--- src/rtl/fft_pair_feeder_if.sv ---
// Sample-in / butterfly-pair-out bundle between the sample source, the feeder and the FFT PE.
// master: the feeder side; slave: the source/PE side.
interface fft_pair_feeder_if #(
    parameter int unsigned DATA_W = 32,
    parameter int unsigned N_PTS  = 16
);
    localparam int unsigned PW = $clog2(N_PTS / 2);

    logic [DATA_W-1:0] data_in;
    logic              data_valid;
    logic              in_ready;
    logic [DATA_W-1:0] a;
    logic [DATA_W-1:0] b;
    logic [PW-1:0]     power;
    logic              ab_valid;
    logic              frame_done;

    modport master (
        input  data_in, data_valid,
        output in_ready, a, b, power, ab_valid, frame_done
    );

    modport slave (
        output data_in, data_valid,
        input  in_ready, a, b, power, ab_valid, frame_done
    );
endinterface

--- src/rtl/fft_pair_feeder.sv ---
// Buffers one N_PTS-sample frame, then issues the radix-2 stage-1 pairs (x[k], x[k+N/2]).
// Define FFT_FEEDER_BITREV_EN to store samples at bit-reversed write addresses.
module fft_pair_feeder #(
    parameter int unsigned DATA_W = 32,
    parameter int unsigned N_PTS  = 16
) (
    input logic               clk,
    input logic               rst,
    fft_pair_feeder_if.master bus
);
    localparam int unsigned N_PAIRS = N_PTS / 2;
    localparam int unsigned AW      = $clog2(N_PTS);
    localparam int unsigned PW      = $clog2(N_PAIRS);

    typedef enum logic [1:0] {StLoad, StSend, StDone} state_e;

    state_e            state_q, state_d;
    logic [AW-1:0]     wr_cnt_q, wr_cnt_d;
    logic [PW-1:0]     rd_cnt_q, rd_cnt_d;
    logic [AW-1:0]     wr_addr;
    logic [AW-1:0]     rd_lo, rd_hi;
    logic              accept;
    logic [DATA_W-1:0] mem_q [N_PTS];

    logic [DATA_W-1:0] a_q, a_d, b_q, b_d;
    logic [PW-1:0]     power_q, power_d;
    logic              ab_valid_q, ab_valid_d;
    logic              frame_done_q, frame_done_d;

    assign accept = (state_q == StLoad) && bus.data_valid;

    // Lower half holds x[k], upper half x[k+N/2]; the MSB selects the half.
    assign rd_lo = {1'b0, rd_cnt_q};
    assign rd_hi = {1'b1, rd_cnt_q};

`ifdef FFT_FEEDER_BITREV_EN
    always_comb begin
        wr_addr = '0;
        for (int i = 0; i < int'(AW); i++) begin
            wr_addr[i] = wr_cnt_q[int'(AW) - 1 - i];
        end
    end
`else
    assign wr_addr = wr_cnt_q;
`endif

    // State register, counters and registered outputs.
    always_ff @(posedge clk or posedge rst) begin
        if (rst) begin
            state_q      <= StLoad;
            wr_cnt_q     <= '0;
            rd_cnt_q     <= '0;
            a_q          <= '0;
            b_q          <= '0;
            power_q      <= '0;
            ab_valid_q   <= 1'b0;
            frame_done_q <= 1'b0;
        end else begin
            state_q      <= state_d;
            wr_cnt_q     <= wr_cnt_d;
            rd_cnt_q     <= rd_cnt_d;
            a_q          <= a_d;
            b_q          <= b_d;
            power_q      <= power_d;
            ab_valid_q   <= ab_valid_d;
            frame_done_q <= frame_done_d;
        end
    end

    always_ff @(posedge clk or posedge rst) begin
        if (rst) begin
            for (int i = 0; i < int'(N_PTS); i++) begin
                mem_q[i] <= '0;
            end
        end else if (accept) begin
            mem_q[wr_addr] <= bus.data_in;
        end
    end

    // Next-state logic.
    always_comb begin
        state_d  = state_q;
        wr_cnt_d = wr_cnt_q;
        rd_cnt_d = rd_cnt_q;
        unique case (state_q)
            StLoad: begin
                if (accept) begin
                    if (wr_cnt_q == AW'(N_PTS - 1)) begin
                        wr_cnt_d = '0;
                        state_d  = StSend;
                    end else begin
                        wr_cnt_d = wr_cnt_q + 1'b1;
                    end
                end
            end
            StSend: begin
                if (rd_cnt_q == PW'(N_PAIRS - 1)) begin
                    rd_cnt_d = '0;
                    state_d  = StDone;
                end else begin
                    rd_cnt_d = rd_cnt_q + 1'b1;
                end
            end
            StDone:  state_d = StLoad;
            default: state_d = StLoad;
        endcase
    end

    // Output next values; everything outside SEND/DONE drives zeros so the PE never sees stale data.
    always_comb begin
        a_d          = '0;
        b_d          = '0;
        power_d      = '0;
        ab_valid_d   = 1'b0;
        frame_done_d = 1'b0;
        unique case (state_q)
            StSend: begin
                a_d        = mem_q[rd_lo];
                b_d        = mem_q[rd_hi];
                power_d    = rd_cnt_q;
                ab_valid_d = 1'b1;
            end
            StDone:  frame_done_d = 1'b1;
            default: ;
        endcase
    end

    assign bus.in_ready   = (state_q == StLoad);
    assign bus.a          = a_q;
    assign bus.b          = b_q;
    assign bus.power      = power_q;
    assign bus.ab_valid   = ab_valid_q;
    assign bus.frame_done = frame_done_q;

endmodule

--- src/flat_wrapper.sv ---
// flat-port wrapper written by rule: the top's interface ports become plain ports
module fft_pair_feeder_flat 
#(
    parameter int unsigned DATA_W = 32,
    parameter int unsigned N_PTS  = 16
)
  (clk, rst, bus_data_in, bus_data_valid, bus_in_ready, bus_a, bus_b, bus_power, bus_ab_valid, bus_frame_done);
  fft_pair_feeder_if #(.DATA_W(DATA_W), .N_PTS(N_PTS)) bus_i ();
  input logic clk;
  input logic rst;
  input wire logic [$bits(bus_i.data_in)-1:0] bus_data_in;
  input wire logic [$bits(bus_i.data_valid)-1:0] bus_data_valid;
  output wire logic [$bits(bus_i.in_ready)-1:0] bus_in_ready;
  output wire logic [$bits(bus_i.a)-1:0] bus_a;
  output wire logic [$bits(bus_i.b)-1:0] bus_b;
  output wire logic [$bits(bus_i.power)-1:0] bus_power;
  output wire logic [$bits(bus_i.ab_valid)-1:0] bus_ab_valid;
  output wire logic [$bits(bus_i.frame_done)-1:0] bus_frame_done;
  assign bus_i.data_in = bus_data_in;
  assign bus_i.data_valid = bus_data_valid;
  assign bus_in_ready = bus_i.in_ready;
  assign bus_a = bus_i.a;
  assign bus_b = bus_i.b;
  assign bus_power = bus_i.power;
  assign bus_ab_valid = bus_i.ab_valid;
  assign bus_frame_done = bus_i.frame_done;
  fft_pair_feeder #(.DATA_W(DATA_W), .N_PTS(N_PTS)) u_core (.clk(clk), .rst(rst), .bus(bus_i));
endmodule
--- config.mk ---
export PLATFORM = sky130hd
export DESIGN_NAME = fft_pair_feeder_flat
export DESIGN_NICKNAME = d
export VERILOG_FILES = /design/src/rtl/fft_pair_feeder_if.sv /design/src/rtl/fft_pair_feeder.sv /design/src/flat_wrapper.sv
export SDC_FILE = /design/constraint.sdc
export NUM_CORES = 1
export LEC_CHECK = 0
export ABC_AREA = 1
export CORE_ASPECT_RATIO = 0.8
export CORE_MARGIN = 4
export CORE_UTILIZATION = 35
export CTS_CLUSTER_DIAMETER = 60
export DETAILED_ROUTE_END_ITERATION = 16
export GPL_ROUTABILITY_DRIVEN = 0
export GPL_TIMING_DRIVEN = 0
export HOLD_SLACK_MARGIN = 0.05
export PLACE_DENSITY_LB_ADDON = 0.12
export SLEW_MARGIN = 20
export SYNTH_ARGS = -nofsm -noshare
export SYNTH_HDL_FRONTEND = slang
export SYNTH_SLANG_ARGS = --single-unit
--- constraint.sdc ---
create_clock -name clk -period 22.7 [get_ports clk]
set_input_delay 3.405 -clock clk [delete_from_list [all_inputs] [get_ports clk]]
set_output_delay 3.405 -clock clk [all_outputs]
set_load 0.01 [all_outputs]
Word-level counts from Yosys, hierarchy flattened
Index checks and enable logic that the tools add are counted.

Add/subtract/negate cells: 2. Order comparisons: 4. Equality and inequality tests: 7. Multiplexer cells: 20. Bitwise operators: 3. Reductions and logical operators: 5.

Operator list (number): $bwmux 512 (1); $bmux 32 s4 (2); $mux 32 (7); $demux 32 s4 (1); $ge 5x5->1 const B (3); $not 4->5 (2); $mux 2 (3); $mux 3 (2); $ne 2x1->1 const B (3); $lt 5x1->1 const B (1); $not 3->5 (1); $add 4x1->4 const B (1); $eq 4x4->1 const B (1); $mux 4 (1); $pmux 2 s2 (1); $add 3x1->3 const B (1); $eq 3x3->1 const B (1); $reduce_and 3->1 (1); $eq 2x1->1 const B (1); $eq 2x2->1 const B (1); $logic_and 1x1->1 (2); $logic_not 2->1 (1); $mux 1 (2); $reduce_and 2->1 (1).

Bits in registers: 590. Bits of input ports: 35. Output and inout port bits: 70.

Longest topological paths before layout
Depth after elaboration: 6. Mapped depth: 9.

Worst setup path after synthesis
Ideal clock, no wire load.

Kind: input to register. Start point: in bus_data_valid. End point: reg u_core.mem_q[391] (netlist name). Setup time: 0.130 ns. Data arrival time: 4.134 ns. Data required time: 22.570 ns. Slack: 18.436 ns. Cell stages on the path: 6. Path buffers: 1. Cells stage by stage: inv_1 -> nor2_4 -> nand2_2 -> clkbuf_1 -> nand2_1 -> o21ai_0.

Word-level cells in the longest chain between the ends: 1.

Ends and longest elaborated chain: start: declaration (line flat_wrapper.sv:12) `input wire logic [$bits(bus_i.data_valid)-1:0] bus_data_valid;`; $logic_and 1x1->1 (line fft_pair_feeder.sv:30) `assign accept = (state_q == StLoad) && bus.data_valid;`; end signal: indexed assignment (line fft_pair_feeder.sv:76) `mem_q[wr_addr] <= bus.data_in;`; end: declaration (line fft_pair_feeder.sv:23) `logic [DATA_W-1:0] mem_q [N_PTS];`.

Every way passes these cells. A chain may end at the register's enable or synchronous reset.

Final worst setup path
Start point: reg u_core.state_q[1]. End point: out bus_in_ready.

Word-level cells in the longest chain between the ends: 1.

Ends and longest elaborated chain: start: declaration (line fft_pair_feeder.sv:17) `state_e state_q, state_d;`; start signal: assignment (line fft_pair_feeder.sv:50) `state_q <= StLoad;`; start signal: assignment (line fft_pair_feeder.sv:59) `state_q <= state_d;`; $logic_not 2->1 (line fft_pair_feeder.sv:128) `assign bus.in_ready = (state_q == StLoad);`; end: declaration (line flat_wrapper.sv:13) `output wire logic [$bits(bus_i.in_ready)-1:0] bus_in_ready;`.

Every way passes these cells.

==> summary.md <==
| Metric | Value |
|---|---|
| Hold Crit Class | `register to register` |
| Crit share post-route | `0.228` |
| Die Span Y | `~260 um` |
| Final-report setup violation count | `0` |
| Sequential Area | `between 0.01 and 0.015 mm^2` |
| Drt first pass iters | `7` |
| Rel. slew slack | `0.219` |
| H-Tree Depth | `3` |
| Clock root cell | `clkbuf_16` |
| PostCTS Resize Cnt | `0` |
| Iter 0 DRT Violations | `2370` |
| Most frequent cells in the layout | `nand2_1 (1366), dfrtp_1 (590), inv_1 (556)` |
| Largest net degree at the start of global routing | `99` |
| Vias per cell | `4.81` |
| Sequential area share after synthesis | `0.534` |
| Layout fillers | `8126` |
| R2r setup slk | `between 15 and 20 ns` |
| WP data arrival | `~1.8 ns` |
| Final Critical Period | `roughly 5.2 ns` |
| Drt wl/cell | `between 15 and 20 um` |
| Post-CTS Setup Inserts | `0` |
| Initial antenna violation count | `2` |
| Fin area | `approximately 0.032 mm^2` |
| Static Leak | `about 0.016 uW` |
| Initial Utilization | `0.356` |
| Total negative slack | `0 ns` |
| Post-synthesis cell area | `between 0.02 and 0.03 mm^2` |
| NumNets Final | `approximately 3800` |
| Largest cells by area after synthesis | `dfrtp_1 (53%), nand2_1 (19%), inv_1 (7.6%)` |
| RSZ-0062 raised after global routing | `no` |
| Row count | `between 90 and 100` |
| Leading area contributor after synthesis | `dfrtp_1` |
| Die area | `roughly 0.084 mm^2` |
| First-pass GRT wire length | `about 140000 um` |
| CTS sink cnt | `590` |
| Post-synthesis cell count | `3564` |
| Drt total wl | `~96000 um` |
| Yosys top cell area share | `0.534` |
| Routed vias | `~23000` |
| Max-Cap Viols | `0` |
| I/O pins | `around 110` |
| Placed cell area | `0.0301 mm^2` |
| PwrDens | `between 100 and 150 mW/mm^2` |
| Number of diodes | `0` |
| Ys Warns | `0` |
| Post-DRT Antenna Nets | `0` |
| Worst Path Required | `roughly 19 ns` |
| Tot GR Track Use | `0.232` |
| Port bufs | `~100` |
| Worst Clk Skew | `0.0267 ns` |
| Critical Path Sink | `bus_in_ready` |
| Reg2reg end | `u_core.bus.b[30]$_DFF_PP0_` |
| Status | `finished, final reports clean` |
| Yosys cell types | `24` |
| Horiz. Die Dim | `~320 um` |
| CTS tree | `done` |
| Share of layout cells above drive strength 1 | `0.0672` |
| Maximum vdd drop | `just over 90 uV` |
| Avg Cell Area, Syn | `slightly below 8 um^2` |
| Worst skew pair latency | `0.63 ns` |
| Setup CP Type | `register to primary output` |
| Worst slew pin tran | `~1.2 ns` |
| Crit path launch | `u_core.state_q[1]$_DFFE_PP0P_` |
| Core region area | `0.0777 mm^2` |
| Crit. End Element | `primary output` |
| Layout area overhead | `17.4%` |
| Grt ovf | `0` |
| Crit path max fanout | `3` |
| Clock transition at path regs | `~0.050 ns` |
| Commonest non-fill, non-tap cell in the layout | `nand2_1` |
| Multi-input gate area | `about 0.0094 mm^2` |
| CP Launch Type | `register` |
| FF-to-FF Start | `u_core.rd_cnt_q[0]$_DFFE_PP0P_` |
| CTS Hold Bufs | `0` |
| Fmax | `approximately 190 MHz` |
| Cells on worst reg2reg path | `8` |
| Number of remaining DRC errors | `0` |
| Syn Nets | `roughly 3600` |
| Vias in the first global route | `roughly 22000` |
| Endpoints failing hold | `0` |
| Hpwl dp | `between 60000 and 70000 um` |
| Synth Register Bits | `a little under 600` |
| Clock Path Buffers | `3` |
| TritonCTS Buffers | `70` |
| Slew Limit Fails | `0` |
[Yosys cell counts]
cell and instances:
buf_12 1, clkbuf_1 97, nor2_2 2, buf_1 16, o21ai_1 187, nor2_8 9
nand2_4 1, a21oi_1 2, nor2_4 6, dfrtp_1 590, nand4_1 1, nand2_1 1366
o21ai_0 329, inv_1 557, buf_2 54, nand3_1 258, clkinv_1 1, ha_1 6
xor2_1 1, nor2_1 13, buf_4 20, buf_6 39, nand2_2 4, inv_2 4
[registers in the layout, summed over array words and instances, names as in the netlist]
register / cells
u_core.state_q: 2
u_core.wr_addr: 4
u_core.bus.a: 32
u_core.bus.ab_valid: 1
u_core.bus.b: 32
u_core.bus.frame_done: 1
u_core.bus.power: 3
u_core.mem_q: 512
u_core.rd_cnt_q: 3
[critical path, cell delays in order, from the launching register on]
cell	delay, ns
dfrtp_1	0.45
nor2_4	0.16
clkdlybuf4s50_1	0.56
[worst min path at each step]
stage,endpoint,startpoint,cells after the start,slack [ns]
2_1_floorplan,u_core.mem_q[384]$_DFFE_PP0P_,u_core.mem_q[384]$_DFFE_PP0P_,2,0.45
3_3_place_gp,u_core.mem_q[449]$_DFFE_PP0P_,u_core.mem_q[449]$_DFFE_PP0P_,2,0.47
3_5_place_dp,u_core.mem_q[492]$_DFFE_PP0P_,u_core.mem_q[492]$_DFFE_PP0P_,2,0.47
4_1_cts,u_core.mem_q[404]$_DFFE_PP0P_,u_core.mem_q[404]$_DFFE_PP0P_,2,0.49
5_1_grt,u_core.mem_q[480]$_DFFE_PP0P_,u_core.mem_q[480]$_DFFE_PP0P_,2,0.50
6_report,u_core.mem_q[412]$_DFFE_PP0P_,u_core.mem_q[412]$_DFFE_PP0P_,2,0.48
[per-layer routing]
metal  share of wire  track usage
met4           0.024       0.0563
met2            0.42        0.342
met3           0.066       0.0472
met5               0            0
met1            0.49        0.349
[power breakdown]
part / switching (uW) / internal, uW
Clock: 460 / 686
Combinational: 1330 / 650
Sequential: 159 / 1560
[final cells by class]
| cell class | instances | area share |
|---|---|---|
| inverters | 562 | 0.0653 |
| flip-flops and latches | 590 | 0.455 |
| plain buffers | 227 | 0.0403 |
| well taps | 1023 | 0.0395 |
| multi-input cells | 2185 | 0.291 |
| repair buffers | 110 | 0.0372 |
| clock inverters | 13 | 0.00482 |
| clock buffers | 107 | 0.0664 |
[through the flow]
| step | util | power (uW) | setup WS, ns | hold WS (ns) | std cells |
|---|---|---|---|---|---|
| 2_1_floorplan | - | 2990 | 2.78 | 0.453 | 3564 |
| 3_3_place_gp | 0.386 | 3700 | -5.95 | 0.466 | 4691 |
| 3_5_place_dp | 0.388 | 3700 | 17.02 | 0.473 | 4697 |
| 4_1_cts | 0.418 | 4870 | 17.48 | 0.487 | 4817 |
| 5_1_grt | 0.418 | 5220 | 17.45 | 0.497 | 4817 |
| 6_report | 0.418 | 4840 | 17.53 | 0.481 | 4817 |
[logic make-up (layout without fill, tap and decap cells)]
family	count (synthesis)	count (layout)	share of synthesized area
simple gates	1660	1660	0.245
fa+ha+maj	6	6	0.00272
buf+inv	789	1019	0.124
xor+xnor	1	1	0.000317
compound gates	518	518	0.0938
flops	590	590	0.534
Note: power is estimated with default switching activity, not from simulation.
